`src/rtl/tracker_link_sequencer.sv`:
```
// tracker_link_sequencer: parses SYNC,X,Y,CHK packets from the UART byte
// stream, applies accepted goals to the servo targets once per PWM period,
// and falls back to centre when valid packets stop arriving.
// Optional feature macro: SEQ_SLEW_LIMIT_EN (per-period slew limit on targets;
// when undefined the targets jump straight to the effective goal).
module tracker_link_sequencer #(
  parameter logic [7:0]  SYNC_BYTE        = 8'hA5,
  parameter logic [7:0]  CENTER           = 8'd128,
  parameter int unsigned MAX_STEP         = 8,
  parameter int unsigned TIMEOUT_FRAMES   = 50,
  parameter int unsigned BYTE_TIMEOUT_CYC = 52083
) (
  input  logic       clk50mhz,
  input  logic       rst,
  input  logic [7:0] rx_data,
  input  logic       rx_valid,
  input  logic       pwm_frame,
  output logic [7:0] target_x,
  output logic [7:0] target_y,
  output logic       frame_ok,
  output logic       frame_err,
  output logic       link_lost,
  output logic [7:0] err_count
);

  localparam int unsigned TMR_W = $clog2(BYTE_TIMEOUT_CYC + 1);
  localparam int unsigned WD_W  = $clog2(TIMEOUT_FRAMES + 1);
  localparam logic [TMR_W-1:0] TMR_LIMIT = TMR_W'(BYTE_TIMEOUT_CYC);
  localparam logic [WD_W-1:0]  WD_LIMIT  = WD_W'(TIMEOUT_FRAMES);

  // Reject parameter values the datapath cannot represent.
  if (MAX_STEP < 1 || MAX_STEP > 255 || TIMEOUT_FRAMES < 1) begin : g_bad_param
    $error("tracker_link_sequencer: MAX_STEP must be 1..255 and TIMEOUT_FRAMES >= 1");
  end

  typedef enum logic [1:0] {S_SYNC, S_X, S_Y, S_CHK} state_t;

  state_t           state;
  state_t           state_nxt;
  logic [TMR_W-1:0] byte_tmr;
  logic [WD_W-1:0]  wd_cnt;
  logic [7:0]       x_reg;
  logic [7:0]       y_reg;
  logic [7:0]       goal_x;
  logic [7:0]       goal_y;
  logic             ok_c;
  logic             err_c;
  logic             lat_x_c;
  logic             lat_y_c;
  logic             tmo_c;
  logic [7:0]       eff_x_c;
  logic [7:0]       eff_y_c;

  // Inter-byte timeout: only meaningful mid-packet and when no byte arrives.
  assign tmo_c = (state != S_SYNC) && !rx_valid && (byte_tmr == TMR_LIMIT);

  // Parser state register.
  always_ff @(posedge clk50mhz or posedge rst) begin
    if (rst) state <= S_SYNC;
    else     state <= state_nxt;
  end

  // Parser next-state and per-byte actions.
  always_comb begin
    state_nxt = state;
    ok_c      = 1'b0;
    err_c     = 1'b0;
    lat_x_c   = 1'b0;
    lat_y_c   = 1'b0;
    case (state)
      S_SYNC: begin
        if (rx_valid && (rx_data == SYNC_BYTE)) state_nxt = S_X;
      end
      S_X: begin
        if (rx_valid) begin
          lat_x_c   = 1'b1;
          state_nxt = S_Y;
        end else if (tmo_c) begin
          err_c     = 1'b1;
          state_nxt = S_SYNC;
        end
      end
      S_Y: begin
        if (rx_valid) begin
          lat_y_c   = 1'b1;
          state_nxt = S_CHK;
        end else if (tmo_c) begin
          err_c     = 1'b1;
          state_nxt = S_SYNC;
        end
      end
      S_CHK: begin
        if (rx_valid) begin
          if (rx_data == (x_reg ^ y_reg)) ok_c = 1'b1;
          else                            err_c = 1'b1;
          state_nxt = S_SYNC;
        end else if (tmo_c) begin
          err_c     = 1'b1;
          state_nxt = S_SYNC;
        end
      end
      default: state_nxt = S_SYNC;
    endcase
  end

  // Inter-byte timer: cleared by every byte, idle while hunting for sync.
  always_ff @(posedge clk50mhz or posedge rst) begin
    if (rst) begin
      byte_tmr <= '0;
    end else if (rx_valid || (state == S_SYNC)) begin
      byte_tmr <= '0;
    end else if (byte_tmr != TMR_LIMIT) begin
      byte_tmr <= byte_tmr + TMR_W'(1);
    end
  end

  // Payload capture and goal update on an accepted packet.
  always_ff @(posedge clk50mhz or posedge rst) begin
    if (rst) begin
      x_reg  <= '0;
      y_reg  <= '0;
      goal_x <= CENTER;
      goal_y <= CENTER;
    end else begin
      if (lat_x_c) x_reg <= rx_data;
      if (lat_y_c) y_reg <= rx_data;
      if (ok_c) begin
        goal_x <= x_reg;
        goal_y <= y_reg;
      end
    end
  end

  // Status pulses and saturating error counter.
  always_ff @(posedge clk50mhz or posedge rst) begin
    if (rst) begin
      frame_ok  <= 1'b0;
      frame_err <= 1'b0;
      err_count <= '0;
    end else begin
      frame_ok  <= ok_c;
      frame_err <= err_c;
      if (err_c && (err_count != 8'hFF)) err_count <= err_count + 8'd1;
    end
  end

  // Link watchdog: counts PWM periods since the last accepted packet.
  always_ff @(posedge clk50mhz or posedge rst) begin
    if (rst) begin
      wd_cnt    <= '0;
      link_lost <= 1'b1;
    end else if (ok_c) begin
      wd_cnt    <= '0;
      link_lost <= 1'b0;
    end else if (pwm_frame && (wd_cnt != WD_LIMIT)) begin
      wd_cnt <= wd_cnt + WD_W'(1);
      if ((wd_cnt + WD_W'(1)) == WD_LIMIT) link_lost <= 1'b1;
    end
  end

  assign eff_x_c = link_lost ? CENTER : goal_x;
  assign eff_y_c = link_lost ? CENTER : goal_y;

`ifdef SEQ_SLEW_LIMIT_EN
  localparam logic [8:0] STEP_LIM = 9'(MAX_STEP);

  // Move cur toward goal by at most STEP_LIM; never overshoots, so no wrap.
  function automatic logic [7:0] slew_toward(input logic [7:0] cur, input logic [7:0] goal);
    logic [8:0] diff;
    logic [8:0] mag;
    logic [7:0] res;
    diff = {1'b0, goal} - {1'b0, cur};
    mag  = diff[8] ? (9'd0 - diff) : diff;
    if (mag <= STEP_LIM) res = goal;
    else if (diff[8])    res = cur - STEP_LIM[7:0];
    else                 res = cur + STEP_LIM[7:0];
    return res;
  endfunction

  // Targets advance one slew step per PWM period.
  always_ff @(posedge clk50mhz or posedge rst) begin
    if (rst) begin
      target_x <= CENTER;
      target_y <= CENTER;
    end else if (pwm_frame) begin
      target_x <= slew_toward(target_x, eff_x_c);
      target_y <= slew_toward(target_y, eff_y_c);
    end
  end
`else
  // Targets jump to the effective goal once per PWM period.
  always_ff @(posedge clk50mhz or posedge rst) begin
    if (rst) begin
      target_x <= CENTER;
      target_y <= CENTER;
    end else if (pwm_frame) begin
      target_x <= eff_x_c;
      target_y <= eff_y_c;
    end
  end
`endif

endmodule

```
`config.mk`:
```
export PLATFORM = sky130hd
export DESIGN_NAME = tracker_link_sequencer
export DESIGN_NICKNAME = d
export VERILOG_FILES = /design/src/rtl/tracker_link_sequencer.sv
export SDC_FILE = /design/constraint.sdc
export NUM_CORES = 1
export LEC_CHECK = 0
export CORE_AREA = 10 10 92 94
export DETAILED_ROUTE_END_ITERATION = 10
export DIE_AREA = 0 0 102 104
export PLACE_DENSITY = 0.83
export SETUP_SLACK_MARGIN = 0.05
export SKIP_CTS_REPAIR_TIMING = 1
export SLEW_MARGIN = 10
export SYNTH_ARGS = -nofsm -noshare
export SYNTH_HDL_FRONTEND = slang
export SYNTH_SLANG_ARGS = --single-unit
```
`constraint.sdc`:
```
create_clock -name clk50mhz -period 5.7 [get_ports clk50mhz]
set_input_delay 1.14 -clock clk50mhz [delete_from_list [all_inputs] [get_ports clk50mhz]]
set_output_delay 1.14 -clock clk50mhz [all_outputs]
set_load 0.03 [all_outputs]
```
==> impl_metrics.tcl <==
set metrics [dict create \
    drtIter0Drc 113 \
    antenna_found_initial 0 \
    syn_to_final_growth_pct 17.6 \
    synth_cells 342 \
    p_switching_mw 0.672 \
    drc 0 \
    die_h_um 104 \
    synthTopCellsByCount "dfrtp_1 (78), nand2_1 (37), mux2_2 (32)" \
    drive_gt1_share_pct 16.2 \
    grt_pass1_wl_um 13400 \
    end_kind "flop" \
    fmax_mhz 310 \
    cp_cell_sequence "clkdlybuf4s50_1 -> or2_1 -> or3_1 -> a21oi_1 -> mux2_2" \
    core_um2 6680 \
    critPathTopFamily "simple AND/OR/NAND/NOR gates" \
    p_per_area_nw_per_um2 432 \
    clkTransAtPathRegs_ns 0.09 \
    path_buf_inv 1 \
    combinationalPowerShare_pct 31.3 \
    finalWirelength_um 8120 \
    timing.rr.end "err_count[1]$_DFFE_PP0P_" \
    crit_path_max_incr_delay_ns 0.63 \
    fin_crit_ns 3.23 \
    grt_pass1_vias 2714 \
    synth_top_area_share_pct 49.5 \
    async_flop_share_pct 100 \
    port_buffers 38 \
    clock_sinks 83 \
    utilization_pct 69.5 \
    rows 30 \
    cell_internal_pwr_mw 1.33 \
    grt_max_degree 43 \
    clk_latency_ns 0.36 \
    ys.flop_type "dfrtp_1" \
    grtUsageMet1_pct 19.1 \
    cts_tree "done" \
    grtUsageMet3_pct 4.85 \
    synth.distinct_cells 43 \
    cts_buffers 9 \
    synth-edff-count 0 \
    synthTopCellsByArea "dfrtp_1 (49%), mux2_2 (9.1%), xnor3_1 (4.6%)" \
    wl_per_cell_um 17.3 \
    setup_violations 0 \
    grt.busiest_layer "met2" \
    p_leak_nw 2.07 \
    critPathLaunchType "input pin" \
    final.period_utilization_pct 56.7 \
    hp-start "goal_x[0]$_DFFE_PP0P_" \
    root_buffer "clkbuf_8" \
    dp_hpwl_um 5500 \
    synth_top_cell_by_area "dfrtp_1" \
    grtUsageTotal_pct 15.7 \
    hold_depth 2 \
    viasPerCell 5.62 \
    drv_slew 0 \
    required_ns 5.94 \
    reg2reg_slack_ns 3.09 \
    num-nets-final 405 \
    synth_seq_cells 83 \
    use_met2_pct 25.8 \
    diodes 0 \
    regMostFlops "byte_tmr" \
    p_clk_share_pct 25.5 \
    die_w_um 102 \
    worstMarginPinSlew_ns 0.976 \
    cts_htree_levels 3 \
    crit_arrival_ns 3.47 \
    finalSetupTns_ns 0 \
    seqPwrFrac_pct 43.2 \
    start_util_pct 59.1 \
    hold_end "target_x[0]$_DFFE_PP0P_" \
    reg2reg_depth 6 \
    yosysSeqAreaShare_pct 52.8 \
    switching_share_pct 33.5 \
    critPathKind "in2reg" \
    ys_warn_count 0 \
    gp_congestion 0.764 \
    hold_path.class "reg2reg" \
    slowest_stage "or3_1" \
    io_pins 39 \
    fillerInstances 485 \
    largest_register_ffs 16 \
    skew_ns 0.0107 \
    crit_start "rx_valid" \
    vias 2635 \
    drt-pass1-iter-count 4 \
    finalHoldViolCount 0 \
    synth_fp_nets 363 \
    syn-cell-area_um2 3950 \
    outcome "completed" \
    grt.overflow.total 0 \
    maxSlewHeadroom_pct 34.8 \
    synth_most_common_cell "dfrtp_1" \
    rsz0062_at_grt "false" \
    dieArea_um2 10600 \
    synth_area_per_cell_um2 11.5 \
    worstReg2RegStart "state[0]$_DFFE_PP0P_" \
    ant_nets 0 \
    path_max_fanout 18 \
    maxCapViolCount 0 \
    clk_path_buf_depth 2 \
    ir_drop_mv 0.335 \
]
cell usage in the layout, fill, tap and decap left out, drive strengths merged, types with 2 or more instances in the layout:
master and n:
clkinv 3, xor2 19, clkbuf 10, o22ai 3
nand2b 3, dfrtp 78, nand3 6, clkdlybuf4s50 38
nand4 8, xnor2 4, nor2 27, a21oi 13
ha 9, mux2 32, bufinv 3, xnor3 8
inv 24, nand3b 2, dfstp 5, a2111oi 2
o21ai 18, buf 2, and3 6, nor3 2
a211oi 5, nand2 37, and2 2, or3 5
metal layers:
metal,vias up,share of wire [%]
li1,1247,-
met1,1327,43
met2,47,51
met3,14,4.6
met4,0,1.4
met5,-,0
how the worst max path moves through the flow:
stage / to / slack [ns] / cells past startpoint
after floorplan: byte_tmr[0]$_DFFE_PP0N_ / 2.43 / 1
after CTS: err_count[1]$_DFFE_PP0P_ / 2.50 / 5
final: err_count[1]$_DFFE_PP0P_ / 2.47 / 5
after global routing: err_count[1]$_DFFE_PP0P_ / 2.37 / 5
after detailed placement: err_count[1]$_DFFE_PP0P_ / 2.12 / 5
after global placement: err_count[1]$_DFFE_PP0P_ / 2.18 / 5
power by group through the flow:
stage / clock [mW] / combinational (mW) / sequential (mW)
after floorplan: 0 / 0.408 / 0.897
final: 0.513 / 0.628 / 0.866
after CTS: 0.520 / 0.635 / 0.864
after global placement: 0 / 0.595 / 0.863
after global routing: 0.543 / 0.688 / 0.883
after detailed placement: 0 / 0.620 / 0.874
cell families (layout without fill, tap and decap cells):
group | count (synthesis) | count (layout) | share of synthesized area, %
simple gates | 105 | 105 | 13.7
flops | 83 | 83 | 52.8
compound gates | 47 | 47 | 8.09
buf+inv | 34 | 81 | 3.49
mux | 33 | 33 | 9.39
xor+xnor | 31 | 31 | 9.67
fa+ha+maj | 9 | 9 | 2.85
worst min-delay path, stage by stage (launching register included):
cell     delay, ns
dfrtp_1       0.34
nand2_1       0.05
o21ai_0       0.07
metrics by stage:
| step | hold WS (ns) | power, mW | worst slack [ns] | instances | cell area, µm² |
|---|---|---|---|---|---|
| after detailed placement | 0.475 | 1.49 | 2.12 | 453 | 4400 |
| after global placement | 0.459 | 1.46 | 2.18 | 453 | 4400 |
| after CTS | 0.490 | 2.02 | 2.50 | 469 | 4640 |
| after floorplan | 0.446 | 1.30 | 2.43 | 342 | 3950 |
| after global routing | 0.516 | 2.11 | 2.37 | 469 | 4640 |
| final | 0.484 | 2.01 | 2.47 | 469 | 4640 |
final cells by class:
type	count	area (µm²)	area share [%]
inverters	25	95.1	2.05
multi-input cells	225	1730	37.2
clock inverters	6	115	2.48
repair buffers	40	395	8.52
clock buffers	10	128	2.75
flip-flops and latches	83	2080	44.9
well taps	80	100	2.16
(Power assumes the default switching activity.)
